### config.mk
export PLATFORM = sky130hd
export DESIGN_NAME = mem_stage_lsu
export DESIGN_NICKNAME = d
export VERILOG_FILES = /design/src/rtl/mem_stage_lsu.sv
export SDC_FILE = /design/constraint.sdc
export NUM_CORES = 1
export LEC_CHECK = 0
export ABC_AREA = 1
export ABC_CLOCK_PERIOD_IN_PS = 1600
export CORE_MARGIN = 4
export CORE_UTILIZATION = 45
export CTS_CLUSTER_DIAMETER = 200
export DETAILED_ROUTE_END_ITERATION = 10
export GPL_ROUTABILITY_DRIVEN = 0
export PLACE_DENSITY = 0.81
export SYNTH_ARGS = -nofsm -noshare
export SYNTH_HDL_FRONTEND = slang
export SYNTH_SLANG_ARGS = --single-unit
### constraint.sdc
create_clock -name clk -period 1.6 [get_ports clk]
set_clock_uncertainty 0.05 [all_clocks]
set_input_delay 0.24 -clock clk [delete_from_list [all_inputs] [get_ports clk]]
set_output_delay 0.24 -clock clk [all_outputs]
set_load 0.005 [all_outputs]
### src/rtl/mem_stage_lsu.sv
// mem_stage_lsu: MEM-stage load/store unit between the pipeline and a data memory.
// Latency: one IDLE cycle plus one or more ACCESS cycles until dmem_ready (up to MAX_WAIT), then a DONE cycle.
// Backpressure: stall_M holds the upstream pipeline while an access is outstanding; misaligned accesses never stall.
//
// Ports:
//   clk, rst                  clock and synchronous active-high reset
//   addr_M, wdata_M           byte address and store data from EX/MEM
//   MemRead_M, MemWrite_M     access request; a write wins when both are set
//   L_type_M, S_type_M        access size (00 byte, 01 half, 1x word)
//   load_unsigned_M           zero-extend loads when set
//   stall_M                   pipeline hold
//   dmem_*                    data-memory request/response channel
//   load_data_M, load_valid   extended load result and its one-cycle strobe
//   misalign_err, timeout_err one-cycle error pulses
module mem_stage_lsu #(
  parameter int MAX_WAIT = 255
) (
  input  logic        clk,
  input  logic        rst,
  input  logic [31:0] addr_M,
  input  logic [31:0] wdata_M,
  input  logic        MemRead_M,
  input  logic        MemWrite_M,
  input  logic [1:0]  L_type_M,
  input  logic [1:0]  S_type_M,
  input  logic        load_unsigned_M,
  output logic        stall_M,
  output logic        dmem_req,
  output logic        dmem_we,
  output logic [31:0] dmem_addr,
  output logic [31:0] dmem_wdata,
  output logic [3:0]  dmem_be,
  input  logic        dmem_ready,
  input  logic [31:0] dmem_rdata,
  output logic [31:0] load_data_M,
  output logic        load_valid,
  output logic        misalign_err,
  output logic        timeout_err
);

  localparam int CW = (MAX_WAIT < 2) ? 1 : $clog2(MAX_WAIT + 1);

  typedef enum logic [1:0] {IDLE, ACCESS, DONE} state_t;

  state_t        state, state_nxt;
  logic [CW-1:0] wait_cnt;
  logic [1:0]    l_type_r;
  logic          uns_r;
  logic [1:0]    lo_r;

  logic          access, is_write, misaligned, start, timeout_hit;
  logic [1:0]    size;
  logic [3:0]    be_new;
  logic [31:0]   wdata_new;
  logic [7:0]    byte_sel;
  logic [15:0]   half_sel;
  logic [31:0]   ld_ext;

  // Request decode and store lane placement, evaluated on the live EX/MEM inputs.
  always_comb begin
    access     = MemRead_M | MemWrite_M;
    is_write   = MemWrite_M;
    size       = is_write ? S_type_M : L_type_M;
    misaligned = ((size == 2'b01) && addr_M[0]) ||
                 (size[1] && (addr_M[1:0] != 2'b00));
    case (size)
      2'b00:   begin be_new = 4'b0001 << addr_M[1:0]; wdata_new = {4{wdata_M[7:0]}};  end
      2'b01:   begin be_new = 4'b0011 << addr_M[1:0]; wdata_new = {2{wdata_M[15:0]}}; end
      default: begin be_new = 4'b1111;                wdata_new = wdata_M;             end
    endcase
  end

  // Load lane extraction uses the fields latched at issue, not the live inputs.
  always_comb begin
    byte_sel = dmem_rdata[{lo_r, 3'b000} +: 8];
    half_sel = dmem_rdata[{lo_r[1], 4'b0000} +: 16];
    case (l_type_r)
      2'b00:   ld_ext = {{24{~uns_r & byte_sel[7]}}, byte_sel};
      2'b01:   ld_ext = {{16{~uns_r & half_sel[15]}}, half_sel};
      default: ld_ext = dmem_rdata;
    endcase
  end

  // The final waiting cycle is the one where the counter would reach MAX_WAIT,
  // so ACCESS lasts exactly MAX_WAIT cycles when the memory never answers.
  assign timeout_hit = (wait_cnt == CW'(MAX_WAIT - 1));

  always_comb begin
    state_nxt = state;
    stall_M   = 1'b0;
    dmem_req  = 1'b0;
    start     = 1'b0;
    case (state)
      IDLE: begin
        if (access && !misaligned) begin
          stall_M   = 1'b1;
          start     = 1'b1;
          state_nxt = ACCESS;
        end
      end
      ACCESS: begin
        stall_M  = 1'b1;
        dmem_req = 1'b1;
        if (dmem_ready || timeout_hit) state_nxt = DONE;
      end
      // DONE releases the pipeline for one cycle so the same instruction cannot re-issue.
      DONE:    state_nxt = IDLE;
      default: state_nxt = IDLE;
    endcase
  end

  always_ff @(posedge clk) begin
    if (rst) begin
      state        <= IDLE;
      wait_cnt     <= '0;
      l_type_r     <= 2'b00;
      uns_r        <= 1'b0;
      lo_r         <= 2'b00;
      dmem_we      <= 1'b0;
      dmem_addr    <= '0;
      dmem_wdata   <= '0;
      dmem_be      <= '0;
      load_data_M  <= '0;
      load_valid   <= 1'b0;
      misalign_err <= 1'b0;
      timeout_err  <= 1'b0;
    end else begin
      state        <= state_nxt;
      load_valid   <= 1'b0;
      timeout_err  <= 1'b0;
      misalign_err <= (state == IDLE) && access && misaligned;
      if (start) begin
        wait_cnt   <= '0;
        dmem_we    <= is_write;
        dmem_addr  <= {addr_M[31:2], 2'b00};
        dmem_wdata <= wdata_new;
        dmem_be    <= be_new;
        l_type_r   <= L_type_M;
        uns_r      <= load_unsigned_M;
        lo_r       <= addr_M[1:0];
      end
      if (state == ACCESS) begin
        if (dmem_ready) begin
          if (!dmem_we) begin
            load_data_M <= ld_ext;
            load_valid  <= 1'b1;
          end
        end else begin
          wait_cnt <= wait_cnt + CW'(1);
          if (timeout_hit) timeout_err <= 1'b1;
        end
      end
    end
  end

endmodule
==> results of run 1 <==
## synthesized netlist by cell type (all sizes together)
| cell type | instances |
|---|---|
| a21oi | 52 |
| a31o | 1 |
| a31oi | 1 |
| a41oi | 1 |
| and3 | 1 |
| buf | 26 |
| clkbuf | 21 |
| conb | 1 |
| dfxtp | 117 |
| ha | 2 |
| inv | 109 |
| nand2 | 308 |
| nand3 | 22 |
| nand4 | 10 |
| nor2 | 169 |
| nor3 | 1 |
| o211ai | 16 |
| o21ai | 33 |
| or2 | 1 |
| xnor2 | 1 |
## timing repair
action / 4_1_cts / 5_1_grt
cloned: 0 / 1
buffers inserted: 1 / 5
resized for setup: 15 / 37
pin swaps: 0 / 7
hold buffers: 0 / 0
setup endpoints to repair: 59 / 107
## registers in the layout (all words and copies together) (netlist names)
signal and flops:
uns_r 1, lo_r 2, misalign_err 1, load_data_M 32, dmem_addr 30, timeout_err 1
dmem_be 4, dmem_we 1, state 2, load_valid 1, dmem_wdata 32, l_type_r 2
wait_cnt 8
## stage by stage
step / total power, mW / TNS [ns] / setup slack (ns) / hold WS (ns) / instance area [sq um]
5_1_grt: 9.80 / 0 / 0.00136 / 0.230 / 8770
3_5_place_dp: 5.83 / -39.84 / -0.574 / 0.401 / 8070
6_report: 9.30 / 0 / 0.0313 / 0.208 / 8770
3_3_place_gp: 5.79 / -35.40 / -0.510 / 0.397 / 8070
2_1_floorplan: 4.58 / 0 / 0.143 / 0.325 / 5620
4_1_cts: 9.30 / 0 / 0.000985 / 0.259 / 8620
## cell families after synthesis
family | share of synthesized area [%]
other | 0.0668
XOR/XNOR | 0.156
AND/OR/NAND/NOR | 35.9
AO/OA/AOI/OAI | 10.2
flip-flops | 41.7
adder cells (fa/ha/maj) | 0.446
buffers and inverters | 11.5
## placed cells by master (no fill, tap or decap), drive strengths merged
master,Yosys,layout
nand2,308,308
clkdlybuf4s50,0,180
nor2,169,169
dfxtp,117,117
inv,109,109
a21oi,52,52
buf,26,46
o21ai,33,33
clkbuf,21,29
dlymetal6s2s,0,22
nand3,22,22
o211ai,16,16
nand4,10,10
dlygate4sd2,0,5
clkinv,0,4
ha,2,2
conb,1,2
diode,0,1
or2,1,1
a41oi,1,1
nor3,1,1
a31o,1,1
xnor2,1,1
and3,1,1
a31oi,1,1
## metal layers
metal / global-route usage, % / routed length (microns) / vias up
met3: 8.48 / 1490 / 35
li1: - / - / 3177
met1: 30.8 / 7940 / 2776
met2: 37.7 / 8370 / 241
met4: 8.80 / 352 / 2
met5: 0 / 13 / -
## area by class of cell
| cell class | instances | area [sq um] | area share [%] |
|---|---|---|---|
| multi-input cells | 621 | 2650 | 30.3 |
| repair buffers | 255 | 2610 | 29.7 |
| flip-flops and latches | 117 | 2350 | 26.8 |
| diodes | 1 | 2.50 | 0.0285 |
| well taps | 168 | 210 | 2.40 |
| clock buffers | 27 | 513 | 5.85 |
| inverters | 109 | 409 | 4.67 |
| clock inverters | 4 | 20.0 | 0.228 |
## report_power, final
part | total, mW | internal (mW) | switching, mW
registers | 3.39 | 3.23 | 0.163
clock network | 3.43 | 2.16 | 1.27
logic | 2.47 | 1.24 | 1.23
total | 9.30 | 6.63 | 2.66
## how the worst max path moves through the flow
stage / startpoint / end / slack, ns / cells past startpoint
final: dmem_wdata[7]$_SDFFE_PP0P_ / dmem_wdata[7] / 0.03 / 1
after global routing: state[0]$_SDFFE_PP0P_ / stall_M / 0.001 / 5
after CTS: load_data_M[15]$_SDFFE_PP0P_ / load_data_M[15] / 0.001 / 1
after detailed placement: MemWrite_M / dmem_wdata[9]$_SDFFE_PP0P_ / -0.57 / 8
after global placement: MemWrite_M / stall_M / -0.51 / 8
after floorplan: l_type_r[1]$_SDFFE_PP0P_ / load_data_M[22]$_SDFFE_PP0P_ / 0.14 / 9
==> flow_metrics.tcl, run 1 <==
set metrics [dict create \
    cp.required_ns 1.31 \
    worstHoldStart "addr_M[0]" \
    rsz0062_at_grt "false" \
    worst_setup_path_start_kind "flip-flop" \
    synth_top_cell_area_share_pct 41.7 \
    r2r_end "dmem_wdata[24]$_SDFFE_PP0P_" \
    synth_cell_types 29 \
    grt_max_degree 110 \
    routed_wl_microns 18200 \
    whs_path_depth 4 \
    rr_worst_depth 7 \
    nNetsFinal 1229 \
    hp-class "primary input to flip-flop" \
    place_hpwl_microns 12600 \
    synth_seq_cells 117 \
    finalMaxSlewViolations 0 \
    fp.dieW_microns 120 \
    vias_per_cell 4.79 \
    cts_buffer_depth 2 \
    io_pins 212 \
    nFillCells 980 \
    power_density_mw_per_mm2 1060 \
    firstDrtPassIters 5 \
    post-route-period-util_pct 98.0 \
    drcViolationCount 0 \
    fin_cells 1302 \
    critical_path_arrival_ns 1.28 \
    dp_cells 1263 \
    period_needed_ns 1.57 \
    fmax_mhz 637 \
    syn_to_final_growth_pct 56.2 \
    root_buffer "clkbuf_16" \
    synth_area_sq_mm 0.00561 \
    run_status "finished, final reports clean" \
    r2r_setup_slack_ns 0.13 \
    path_class "flip-flop to primary output" \
    fin_util_pct 72.4 \
    overflow 0 \
    clk_pin_slew_ns 0.05 \
    drtIter0Drc 533 \
    clock_latency_ns 0.42 \
    path_delay_family "buffers and inverters" \
    dieArea_sq_mm 0.0143 \
    cts.sinks 117 \
    cts_tree "yes" \
    ys_warn_count 0 \
    crit_buf_inv 1 \
    drive_above_1_share_pct 9.00 \
    worstHoldEndpoint "lo_r[0]$_SDFFE_PP0P_" \
    vias 6231 \
    grt_pass1_vias 5679 \
    setup_viol 0 \
    core-area_sq_mm 0.0121 \
    critPathMaxFanout 2 \
    synth_area_per_cell_sq_um 6.29 \
    end_kind "primary output" \
    synth.area.top_cells "dfxtp_1, nand2_1, nor2_1" \
    worst-slew-pin-transition_ns 0.524 \
    portBuffers 209 \
    ir_worst_vdd_uv 925 \
    grt_pass1_wl_microns 27900 \
    yosysSeqAreaShare_pct 41.7 \
    htree_levels 4 \
    ant_nets 0 \
    drv_cap 0 \
    cp_cell_sequence "clkdlybuf4s50_1" \
    critPathSlowestCell "clkdlybuf4s50_1" \
    initial_utilization_pct 46.3 \
    grt_use_total_pct 24.1 \
    cp_slowest_stage_delay_ns 0.54 \
    synth_cells 893 \
    maxSlewHeadroom_pct 65.0 \
    final-hold-violation-count 0 \
    drt-wirelength-per-cell_microns 13.9 \
    die_y_microns 120 \
    r2r_start "state[0]$_SDFFE_PP0P_" \
    p_leak_nw 4.47 \
    rows 40 \
    grt_antenna_before_repair 2 \
    numCtsBuffers 17 \
    synth_top_area_cell "dfxtp_1" \
]
No activity file was read; power rests on OpenSTA's default activity.
==> run 2, diff against run 1 <==
--- a/config.mk
+++ b/config.mk
@@ -5,10 +5,10 @@
 export SDC_FILE = /design/constraint.sdc
 export NUM_CORES = 1
 export LEC_CHECK = 0
-export ABC_AREA = 1
+export ABC_AREA = 0
 export ABC_CLOCK_PERIOD_IN_PS = 1600
 export CORE_MARGIN = 4
-export CORE_UTILIZATION = 45
+export CORE_UTILIZATION = 44
 export CTS_CLUSTER_DIAMETER = 200
 export DETAILED_ROUTE_END_ITERATION = 10
 export GPL_ROUTABILITY_DRIVEN = 0
==> run 2 against run 1 <==
Against the previous run: the run now ends with negative setup slack left; largest cell class unchanged; via count increased by 0.64%; critical path type is now flip-flop to flip-flop; critical endpoint is now load_data_M[8]$_SDFFE_PP0P_; global-route usage grew 4.8 points; non-clock buffer count increased by 14; first-iteration DRC count up 50%; combinational power fell by 13%; utilization increased by 3.8 points.
==> flow_metrics.tcl, run 2 <==
set metrics [dict create \
    yosysSeqAreaShare_pct 43.9 \
    synth_xor_area_share_pct 0 \
    run_status "finished with violations" \
    synth_top_flop_cell "dfxtp_1" \
    synth_cell_types 51 \
    synth_seq_cells 117 \
    fin_cells 1031 \
    synthAdderAreaFrac_pct 0.469 \
    power_density_mw_per_mm2 1140 \
    portBuffers 209 \
    rsz0062_at_grt "true" \
    fp.dieW_microns 118 \
    firstDrtPassIters 7 \
    nNetsFinal 982 \
    r2r_start "lo_r[1]$_SDFFE_PP0P_" \
    routed_wl_microns 21300 \
    setup_viol 6 \
    final-hold-violation-count 0 \
    drcViolationCount 0 \
    clock_latency_ns 0.42 \
    synth_cells 646 \
    dieArea_sq_mm 0.0139 \
    worst-slew-pin-transition_ns 0.738 \
    finalMaxSlewViolations 0 \
    violations "negative setup slack" \
    nFillCells 817 \
    root_buffer "clkbuf_16" \
    vias 6271 \
    htree_levels 4 \
    hold_ws_ns 0.302 \
    synth_top_area_cell "dfxtp_1" \
    ir_worst_vdd_uv 826 \
    worst_setup_path_start_kind "flip-flop" \
    largest_registers "dmem_wdata x32, load_data_M x32, dmem_addr x30" \
    grt_max_degree 73 \
    grt_antenna_before_repair 2 \
    critical_path_arrival_ns 1.84 \
    period_needed_ns 1.61 \
    maxSlewHeadroom_pct 50.8 \
    synth_area_per_cell_sq_um 8.26 \
    cp.required_ns 1.83 \
    dp_cells 987 \
    async_flop_share_pct 0 \
    ys_warn_count 0 \
    yosysMostFrequentCell "dfxtp_1" \
    final_cell_mix "clkdlybuf4s50_1, dfxtp_1, a21oi_1" \
    post-route-period-util_pct 101 \
    rr_worst_depth 4 \
    place_ws_ns -1.06 \
    die_y_microns 118 \
    fmax_mhz 621 \
    grt_pass1_wl_microns 32500 \
    synth_compound_area_share_pct 28.8 \
    end_kind "flip-flop" \
    critPathMaxFanout 8 \
    cts_tree "yes" \
    grt_pass1_vias 6239 \
    cts_buffer_depth 2 \
    initial_utilization_pct 45.7 \
    cts.sinks 117 \
    path_class "flip-flop to flip-flop" \
    vias_per_cell 6.08 \
    clk_pin_slew_ns 0.05 \
    setup_ws_ns -0.0110 \
    synth_area_sq_mm 0.00533 \
    synth_top_family_by_area "compound AO/OA/AOI/OAI gates" \
    synth_mux_area_share_pct 2.70 \
    synth_top_cell_area_share_pct 43.9 \
    final_common_cell "clkdlybuf4s50_1" \
    rows 39 \
    yosys.area_share.simple_pct 17.2 \
    place_hpwl_microns 13900 \
    r2r_setup_slack_ns -0.01 \
    whs_path_depth 4 \
    worstHoldStart "MemWrite_M" \
    drv_cap 0 \
    overflow 0 \
    numCtsBuffers 17 \
    drt-wirelength-per-cell_microns 20.6 \
    tns_ns -0.0295 \
    io_pins 212 \
    synth.area.top_cells "dfxtp_1, a21oi_1, o21ai_0" \
    synth_common_cells "dfxtp_1, a21oi_1, nand2_1" \
    hp-class "primary input to flip-flop" \
    worstHoldEndpoint "dmem_we$_SDFFE_PP0P_" \
    p_leak_nw 3.56 \
    syn_to_final_growth_pct 66.5 \
    synth_edf_count 0 \
    core-area_sq_mm 0.0117 \
    drtIter0Drc 801 \
    hold_buffers 0 \
    ant_nets 0 \
    r2r_end "load_data_M[8]$_SDFFE_PP0P_" \
    grt_use_total_pct 28.9 \
    drive_above_1_share_pct 18.4 \
]
run 2: changes by cell type after synthesis, moves of 12 or more:
cell | previous run | this run
o21ai_1 | 0 | 12
o21ai_0 | 33 | 63
a311oi_1 | 0 | 21
a21oi_1 | 51 | 93
inv_1 | 106 | 6
nand2_1 | 306 | 81
nand3_1 | 21 | 47
nor2_1 | 166 | 31
a211oi_1 | 0 | 18
o211ai_1 | 16 | 1
run 2: worst max path at each step:
| stage | endpoint | cells after the start | slack [ns] | startpoint |
|---|---|---|---|---|
| after floorplan | load_data_M[21]$_SDFFE_PP0P_ | 6 | 0.002 | lo_r[1]$_SDFFE_PP0P_ |
| after global placement | dmem_wdata[23]$_SDFFE_PP0P_ | 5 | -0.94 | addr_M[0] |
| after detailed placement | dmem_wdata[18]$_SDFFE_PP0P_ | 5 | -1.06 | addr_M[0] |
| after CTS | dmem_wdata[18]$_SDFFE_PP0P_ | 6 | -0.11 | state[0]$_SDFFE_PP0P_ |
| after global routing | stall_M | 5 | -0.06 | state[1]$_SDFFE_PP0P_ |
| final | load_data_M[8]$_SDFFE_PP0P_ | 4 | -0.01 | lo_r[1]$_SDFFE_PP0P_ |
run 2: logic make-up (layout without fill, tap and decap cells):
family	after synthesis	in the layout
compound gates	245	245
fa+ha+maj	2	2
buf+inv	69	307
mux	13	13
simple gates	199	201
other cells	1	3
flops	117	117
run 2: per-stage QoR:
stage / instance area (sq um) / utilization (%) / power (mW)
6_report: 8880 / 76.2 / 10.1
5_1_grt: 8880 / 76.2 / 10.4
4_1_cts: 8630 / 74.0 / 10.0
3_5_place_dp: 7730 / 66.3 / 5.27
3_3_place_gp: 7730 / 66.3 / 5.22
2_1_floorplan: 5350 / - / 4.21
run 2: layer usage:
layer	share of wire [%]	wire, microns	global-route usage, %	vias up
met4	2.8	590	12.9	0
met5	0	0	0	-
met1	37	7830	33.2	2922
met2	49	10500	49.3	457
met3	11	2370	8.84	61
li1	-	-	-	2831
run 2: what timing repair did:
| action | 4_1_cts | 5_1_grt |
|---|---|---|
| endpoints found under the setup margin | 99 | 136 |
| pin swaps | 7 | 16 |
| gates cloned | 2 | 3 |
| setup buffers | 3 | 4 |
| resized for setup | 50 | 66 |
run 2: critical path, cell delays in order, from the launching register on:
cell and delay (ns):
dfxtp_4 0.37, mux2_2 0.35, mux2_4 0.30, a21oi_4 0.29, a211oi_1 0.12
run 2: cell type report:
cell class / count / area [sq um] / share of cell area (%)
Clock inverter: 8 / 215 / 2.42
Multi-Input combinational cell: 463 / 2860 / 32.2
Tap cell: 143 / 179 / 2.01
Inverter: 6 / 22.5 / 0.254
Clock buffer: 24 / 502 / 5.65
Antenna cell: 1 / 2.50 / 0.0282
Sequential cell: 117 / 2360 / 26.5
Timing Repair Buffer: 269 / 2750 / 30.9
run 2: power by group:
part	switching [mW]	total [mW]	internal (mW)
combinational	1.01	2.15	1.13
sequential	0.156	3.32	3.16
clock	1.34	4.62	3.28
